[config.mk]
export PLATFORM = sky130hd
export DESIGN_NAME = ship_motion
export DESIGN_NICKNAME = d
export VERILOG_FILES = /design/src/rtl/game_pkg.sv /design/src/rtl/edge_sync.sv /design/src/rtl/ship_motion.sv
export SDC_FILE = /design/constraint.sdc
export NUM_CORES = 1
export LEC_CHECK = 0
export ABC_AREA = 1
export ABC_CLOCK_PERIOD_IN_PS = 13600
export CORE_MARGIN = 2
export CORE_UTILIZATION = 45
export CTS_CLUSTER_DIAMETER = 80
export DETAILED_ROUTE_END_ITERATION = 6
export GPL_TIMING_DRIVEN = 0
export PLACE_DENSITY_LB_ADDON = 0.12
export SLEW_MARGIN = 15
export SYNTH_ARGS = -nofsm -noshare
export SYNTH_HDL_FRONTEND = slang
export SYNTH_SLANG_ARGS = --single-unit
[constraint.sdc]
create_clock -name clk_pix -period 13.6 [get_ports clk_pix]
set_clock_uncertainty 0.05 [all_clocks]
set_input_delay 1.36 -clock clk_pix [delete_from_list [all_inputs] [get_ports clk_pix]]
set_output_delay 1.36 -clock clk_pix [all_outputs]
set_load 0.01 [all_outputs]
[src/rtl/game_pkg.sv]
//==============================================================================
// Module      : game_pkg
// Description : Shared screen constants, coordinate type and bullet states.
// Revision    : 1.0 - initial release
//==============================================================================
`default_nettype none

package game_pkg;

    localparam int H_RES = 640;
    localparam int V_RES = 480;

    typedef logic [15:0] coord_t;

    typedef enum logic [0:0] {
        IDLE   = 1'b0,
        FLYING = 1'b1
    } bullet_state_e;

endpackage

`default_nettype wire

[src/rtl/edge_sync.sv]
//==============================================================================
// Module      : edge_sync
// Description : Two-flop synchronizer for an active-low async input, followed
//               by a one-cycle pulse on its synchronized falling edge.
// Revision    : 1.0 - initial release
//==============================================================================
`default_nettype none

module edge_sync (
    input  logic clk_pix,
    input  logic rst_n,
    input  logic async_n,
    output logic fall_pulse
);

    logic r_meta;
    logic r_sync;
    logic r_prev;

    // Idle-high reset so a button already released never looks like a press.
    always_ff @(posedge clk_pix or negedge rst_n) begin
        if (!rst_n) begin
            r_meta <= 1'b1;
            r_sync <= 1'b1;
            r_prev <= 1'b1;
        end else begin
            r_meta <= async_n;
            r_sync <= r_meta;
            r_prev <= r_sync;
        end
    end

    assign fall_pulse = r_prev & ~r_sync;

endmodule

`default_nettype wire

[src/rtl/ship_motion.sv]
//==============================================================================
// Module      : ship_motion
// Description : Converts tilt samples into a per-frame ship x position and runs
//               the player's single bullet.
// Revision    : 1.0 - initial release
//==============================================================================
`default_nettype none

module ship_motion
    import game_pkg::*;
#(
    parameter int SHIP_W       = 17,
    parameter int SHIP_X_INIT  = 220,
    parameter int SHIP_Y_INIT  = 140,
    parameter int DEADZONE     = 16,
    parameter int SHIFT        = 4,
    parameter int MAX_STEP     = 8,
    parameter int BULLET_SPEED = 4,
    parameter int BULLET_H     = 4
) (
    input  logic        clk_pix,
    input  logic        rst_n,
    input  logic        frame,
    input  logic [15:0] accel_x,
    input  logic        accel_valid,
    input  logic        fire_n,
    output logic [15:0] ship_x,
    output logic [15:0] ship_y,
    output logic [15:0] bullet_x,
    output logic [15:0] bullet_y,
    output logic        bullet_active
);

    localparam coord_t              c_ship_x_init = coord_t'(SHIP_X_INIT);
    localparam coord_t              c_ship_y      = coord_t'(SHIP_Y_INIT);
    localparam coord_t              c_deadzone    = coord_t'(DEADZONE);
    localparam coord_t              c_max_step    = coord_t'(MAX_STEP);
    localparam coord_t              c_half_w      = coord_t'(SHIP_W / 2);
    localparam coord_t              c_launch_y    = coord_t'(SHIP_Y_INIT - BULLET_H);
    localparam coord_t              c_speed       = coord_t'(BULLET_SPEED);
    localparam logic signed [16:0]  c_x_max       = 17'(H_RES - SHIP_W);

    // Saturating magnitude keeps -32768 from folding back to a negative value.
    function automatic coord_t calc_step(input logic signed [15:0] tilt);
        coord_t mag;
        coord_t excess;
        if (tilt == 16'sh8000)
            mag = 16'h7FFF;
        else if (tilt[15])
            mag = coord_t'(-tilt);
        else
            mag = coord_t'(tilt);
        if (mag <= c_deadzone)
            return 16'd0;
        excess = (mag - c_deadzone) >> SHIFT;
        return (excess > c_max_step) ? c_max_step : excess;
    endfunction

    logic signed [15:0] r_tilt;
    coord_t             r_ship_x;
    coord_t             r_bullet_x;
    coord_t             r_bullet_y;
    logic               r_pending;
    bullet_state_e      r_state;

    bullet_state_e      w_state_next;
    logic               w_fire_pulse;
    logic               w_launch;
    logic               w_land;
    logic               w_advance;
    coord_t             w_step;
    logic signed [16:0] w_sum;
    coord_t             w_ship_next;

    edge_sync u_fire_sync (
        .clk_pix    (clk_pix),
        .rst_n      (rst_n),
        .async_n    (fire_n),
        .fall_pulse (w_fire_pulse)
    );

    always_ff @(posedge clk_pix or negedge rst_n) begin
        if (!rst_n)
            r_tilt <= 16'sd0;
        else if (accel_valid)
            r_tilt <= accel_x;
    end

    // 17-bit signed arithmetic so stepping below zero clamps instead of wrapping.
    always_comb begin
        w_step = calc_step(r_tilt);
        if (r_tilt[15])
            w_sum = $signed({1'b0, r_ship_x}) - $signed({1'b0, w_step});
        else
            w_sum = $signed({1'b0, r_ship_x}) + $signed({1'b0, w_step});
        if (w_sum < 17'sd0)
            w_ship_next = 16'd0;
        else if (w_sum > c_x_max)
            w_ship_next = c_x_max[15:0];
        else
            w_ship_next = w_sum[15:0];
    end

    always_ff @(posedge clk_pix or negedge rst_n) begin
        if (!rst_n)
            r_ship_x <= c_ship_x_init;
        else if (frame)
            r_ship_x <= w_ship_next;
    end

    always_ff @(posedge clk_pix or negedge rst_n) begin
        if (!rst_n)
            r_state <= IDLE;
        else
            r_state <= w_state_next;
    end

    always_comb begin
        w_state_next = r_state;
        case (r_state)
            IDLE:    if (frame && r_pending) w_state_next = FLYING;
            FLYING:  if (frame && (r_bullet_y < c_speed)) w_state_next = IDLE;
            default: w_state_next = IDLE;
        endcase
    end

    always_comb begin
        w_launch  = 1'b0;
        w_land    = 1'b0;
        w_advance = 1'b0;
        case (r_state)
            IDLE:    w_launch = frame && r_pending;
            FLYING: begin
                w_land    = frame && (r_bullet_y < c_speed);
                w_advance = frame && !(r_bullet_y < c_speed);
            end
            default: ;
        endcase
    end

    // Presses during flight are dropped; only an idle bullet can be armed.
    always_ff @(posedge clk_pix or negedge rst_n) begin
        if (!rst_n)
            r_pending <= 1'b0;
        else if (w_launch)
            r_pending <= 1'b0;
        else if (w_fire_pulse && (r_state == IDLE))
            r_pending <= 1'b1;
    end

    always_ff @(posedge clk_pix or negedge rst_n) begin
        if (!rst_n) begin
            r_bullet_x <= 16'd0;
            r_bullet_y <= 16'd0;
        end else if (w_launch) begin
            r_bullet_x <= r_ship_x + c_half_w;
            r_bullet_y <= c_launch_y;
        end else if (w_advance) begin
            r_bullet_y <= r_bullet_y - c_speed;
        end
    end

    assign ship_x        = r_ship_x;
    assign ship_y        = c_ship_y;
    assign bullet_x      = r_bullet_x;
    assign bullet_y      = r_bullet_y;
    assign bullet_active = (r_state == FLYING);

endmodule

`default_nettype wire

==> results.toml <==
[status]
outcome = "finished clean"

[routing]
vias_per_cell = 5.072
wl_per_cell_um = 13.08
via_count = 4631
drt_iter0_drc = 218
final_antenna_net_count = 0
post-route-drc-count = 0
drtPass1Iterations = 7
wl_um = 11940

[cts]
cts_buffers = 9
ctsResizeCount = 0
cts_setup_buffers = 0
cts_tree = "yes"
clk_pin_slew_ns = 0.07
cts_root_buffer = "clkbuf_8"
cts_hold_buf = 0
h-tree-depth = 3
cts_num_sinks = 67
clockBufferDepth = 2
clkLatencyLatePin_ns = 0.35

[logic_synthesis]
synth-seq-cells = 67
syn_area_per_cell_sq_um = 7.181
post-synth-top-count-cell = "nand2_1"
synth_common_cells = "nand2_1 (169), inv_1 (82), dfrtp_1 (59)"
ys_async_sr_fraction = 1.000
yosysTopAreaCell = "dfrtp_1"
yosys_warnings = 0
yosys.cell_types.count = 43
synth_flop_cell = "dfrtp_1"
synth-edff-count = 0
synthCells = 678
ys_top_cells_by_area = "dfrtp_1 (30%), nand2_1 (13%), inv_1 (6.3%), ha_1 (5.7%), nand3_1 (5.1%)"
syn_area_sq_um = 4868
synth.yosys.seq_area_share = 0.3464
synth_top_area_share = 0.3033

[run]
maxCapViolations = 0

[final_layout]
fillCellCount = 988
multiInputGateArea_sq_um = 2714
stdcell_area_sq_um = 5978
area_delta_synth_final_pct = 22.80
layout.nets = 816
antenna_cells = 0
post-route-util = 0.5739
drive_above_1_share = 0.1042
seq_area_sq_um = 1687

[placed_design]
io_buffers = 66
finalWeightedCongestion = 0.9045
placedInstanceArea_sq_um = 5777
dp_hpwl_um = 9474

[critical_path]
cpPeakStageDelay_ns = 0.36
required_ns = 13.83
path_class = "reg2reg"
critPathLaunch = "r_tilt[0]$_DFFE_PN0P_"
crit_cells = 40
cp_num_buf_inv = 6
cp_max_fo = 10
cp_top_family = "simple AND/OR/NAND/NOR gates"
crit_slowest_cell = "dfrtp_1"
r2r_slack_ns = 7.62
crit_path_end_kind = "register"
reg2regPathDepth = 40
crit_arrival_ns = 6.22
r2r-end = "ship_x[4]$_DFFE_PN1P_"
reg2reg_from = "r_tilt[0]$_DFFE_PN0P_"
crit_path_end = "ship_x[4]$_DFFE_PN1P_"
cpMostUsedCell = "nand2_1"
startpoint_type = "register"

[power]
power_leakage_uw = 0.002934
powerDensity_nw_per_um2 = 125.3
peakVddDrop_mv = 0.06564

[global_routing]
grt_pass1_wl_um = 20100
grt_max_degree = 44
track_usage = 0.2144
grt_overflow = 0
grt_pass1_vias = 4455
antenna_found_initial = 0

[hold_path]
holdPathStages = 0
min_path_type = "reg2reg"

[sta]
rsz0062_at_grt = "no"
relSlewSlack = 0.5899
min_period_over_period = 0.4400
fmax_mhz = 167.1
tns_ns = 0
slew_viol_final = 0
fin_crit_ns = 5.984
setup_viol = 0
worst_slew_pin_slew_ns = 0.6131
hold_viol = 0
holdWs_ns = 0.3079

[die]
fp.dieW_um = 108.0
die_h_um = 108.0
rows = 37
io_pins = 86
coreArea_sq_um = 10420
initial_core_util = 0.4674
dieArea_sq_um = 11670
[per-layer routing]
metal  GRT usage  routed length (um)
met5           0                   0
met4     0.07509                 189
met3     0.03737                 518
met2      0.3904                6035
met1      0.2532                5194
[kinds of logic (layout without fill, tap and decap cells)]
group	Yosys count	after routing	synth area share
AND/OR/NAND/NOR	346	346	0.3285
buffers and inverters	118	201	0.1085
AO/OA/AOI/OAI	97	97	0.1079
flip-flops	67	67	0.3464
XOR/XNOR	25	25	0.04652
adder cells (fa/ha/maj)	23	23	0.06065
other	2	18	0.001543
[state kept, by name (all words and copies together) (netlist names)]
register            flops
r_pending               1
r_tilt                 16
u_fire_sync.r_meta      1
u_fire_sync.r_prev      1
u_fire_sync.r_sync      1
bullet_active           1
bullet_x               16
bullet_y               14
ship_x                 16
[cell type report]
cell class,count,share of cell area
flip-flops and latches,67,0.2821
multi-input cells,509,0.4540
inverters,85,0.05337
repair buffers,67,0.1134
plain buffers,33,0.03495
clock buffers,9,0.02072
well taps,136,0.02846
clock inverters,7,0.01298
[through the flow]
| step | std cells | total power [uW] | setup slack, ns |
|---|---|---|---|
| finish | 913 | 749.0 | 7.616 |
| global route | 913 | 802.1 | 7.048 |
| CTS | 913 | 754.1 | 7.618 |
| detailed placement | 897 | 586.5 | 7.673 |
| global placement | 896 | 578.0 | 7.809 |
| floorplan | 694 | 454.6 | 8.467 |
[report_power, final]
| group | switching (uW) | internal, uW |
|---|---|---|
| clock | 80.6 | 85.8 |
| sequential | 42.6 | 245 |
| combinational | 158 | 137 |
[cells in the final DEF, fill, tap and decap left out, types with 11 or more instances in the layout]
| cell type | n |
|---|---|
| nand2_1 | 169 |
| conb_1 | 18 |
| nand4_1 | 28 |
| nor2_1 | 56 |
| clkdlybuf4s50_1 | 65 |
| buf_4 | 21 |
| inv_1 | 82 |
| ha_1 | 22 |
| xor2_1 | 18 |
| nor2_2 | 11 |
| o21ai_0 | 50 |
| dfrtp_1 | 59 |
| nand3_1 | 50 |
| a21oi_1 | 30 |
[how the worst min path moves through the flow]
stage	endpoint	from
CTS	u_fire_sync.r_sync$_DFF_PN1_	u_fire_sync.r_meta$_DFF_PN1_
finish	u_fire_sync.r_sync$_DFF_PN1_	u_fire_sync.r_meta$_DFF_PN1_
global placement	u_fire_sync.r_sync$_DFF_PN1_	u_fire_sync.r_meta$_DFF_PN1_
floorplan	u_fire_sync.r_sync$_DFF_PN1_	u_fire_sync.r_meta$_DFF_PN1_
global route	u_fire_sync.r_sync$_DFF_PN1_	u_fire_sync.r_meta$_DFF_PN1_
detailed placement	u_fire_sync.r_sync$_DFF_PN1_	u_fire_sync.r_meta$_DFF_PN1_
No activity file was read; power rests on OpenSTA's default activity.
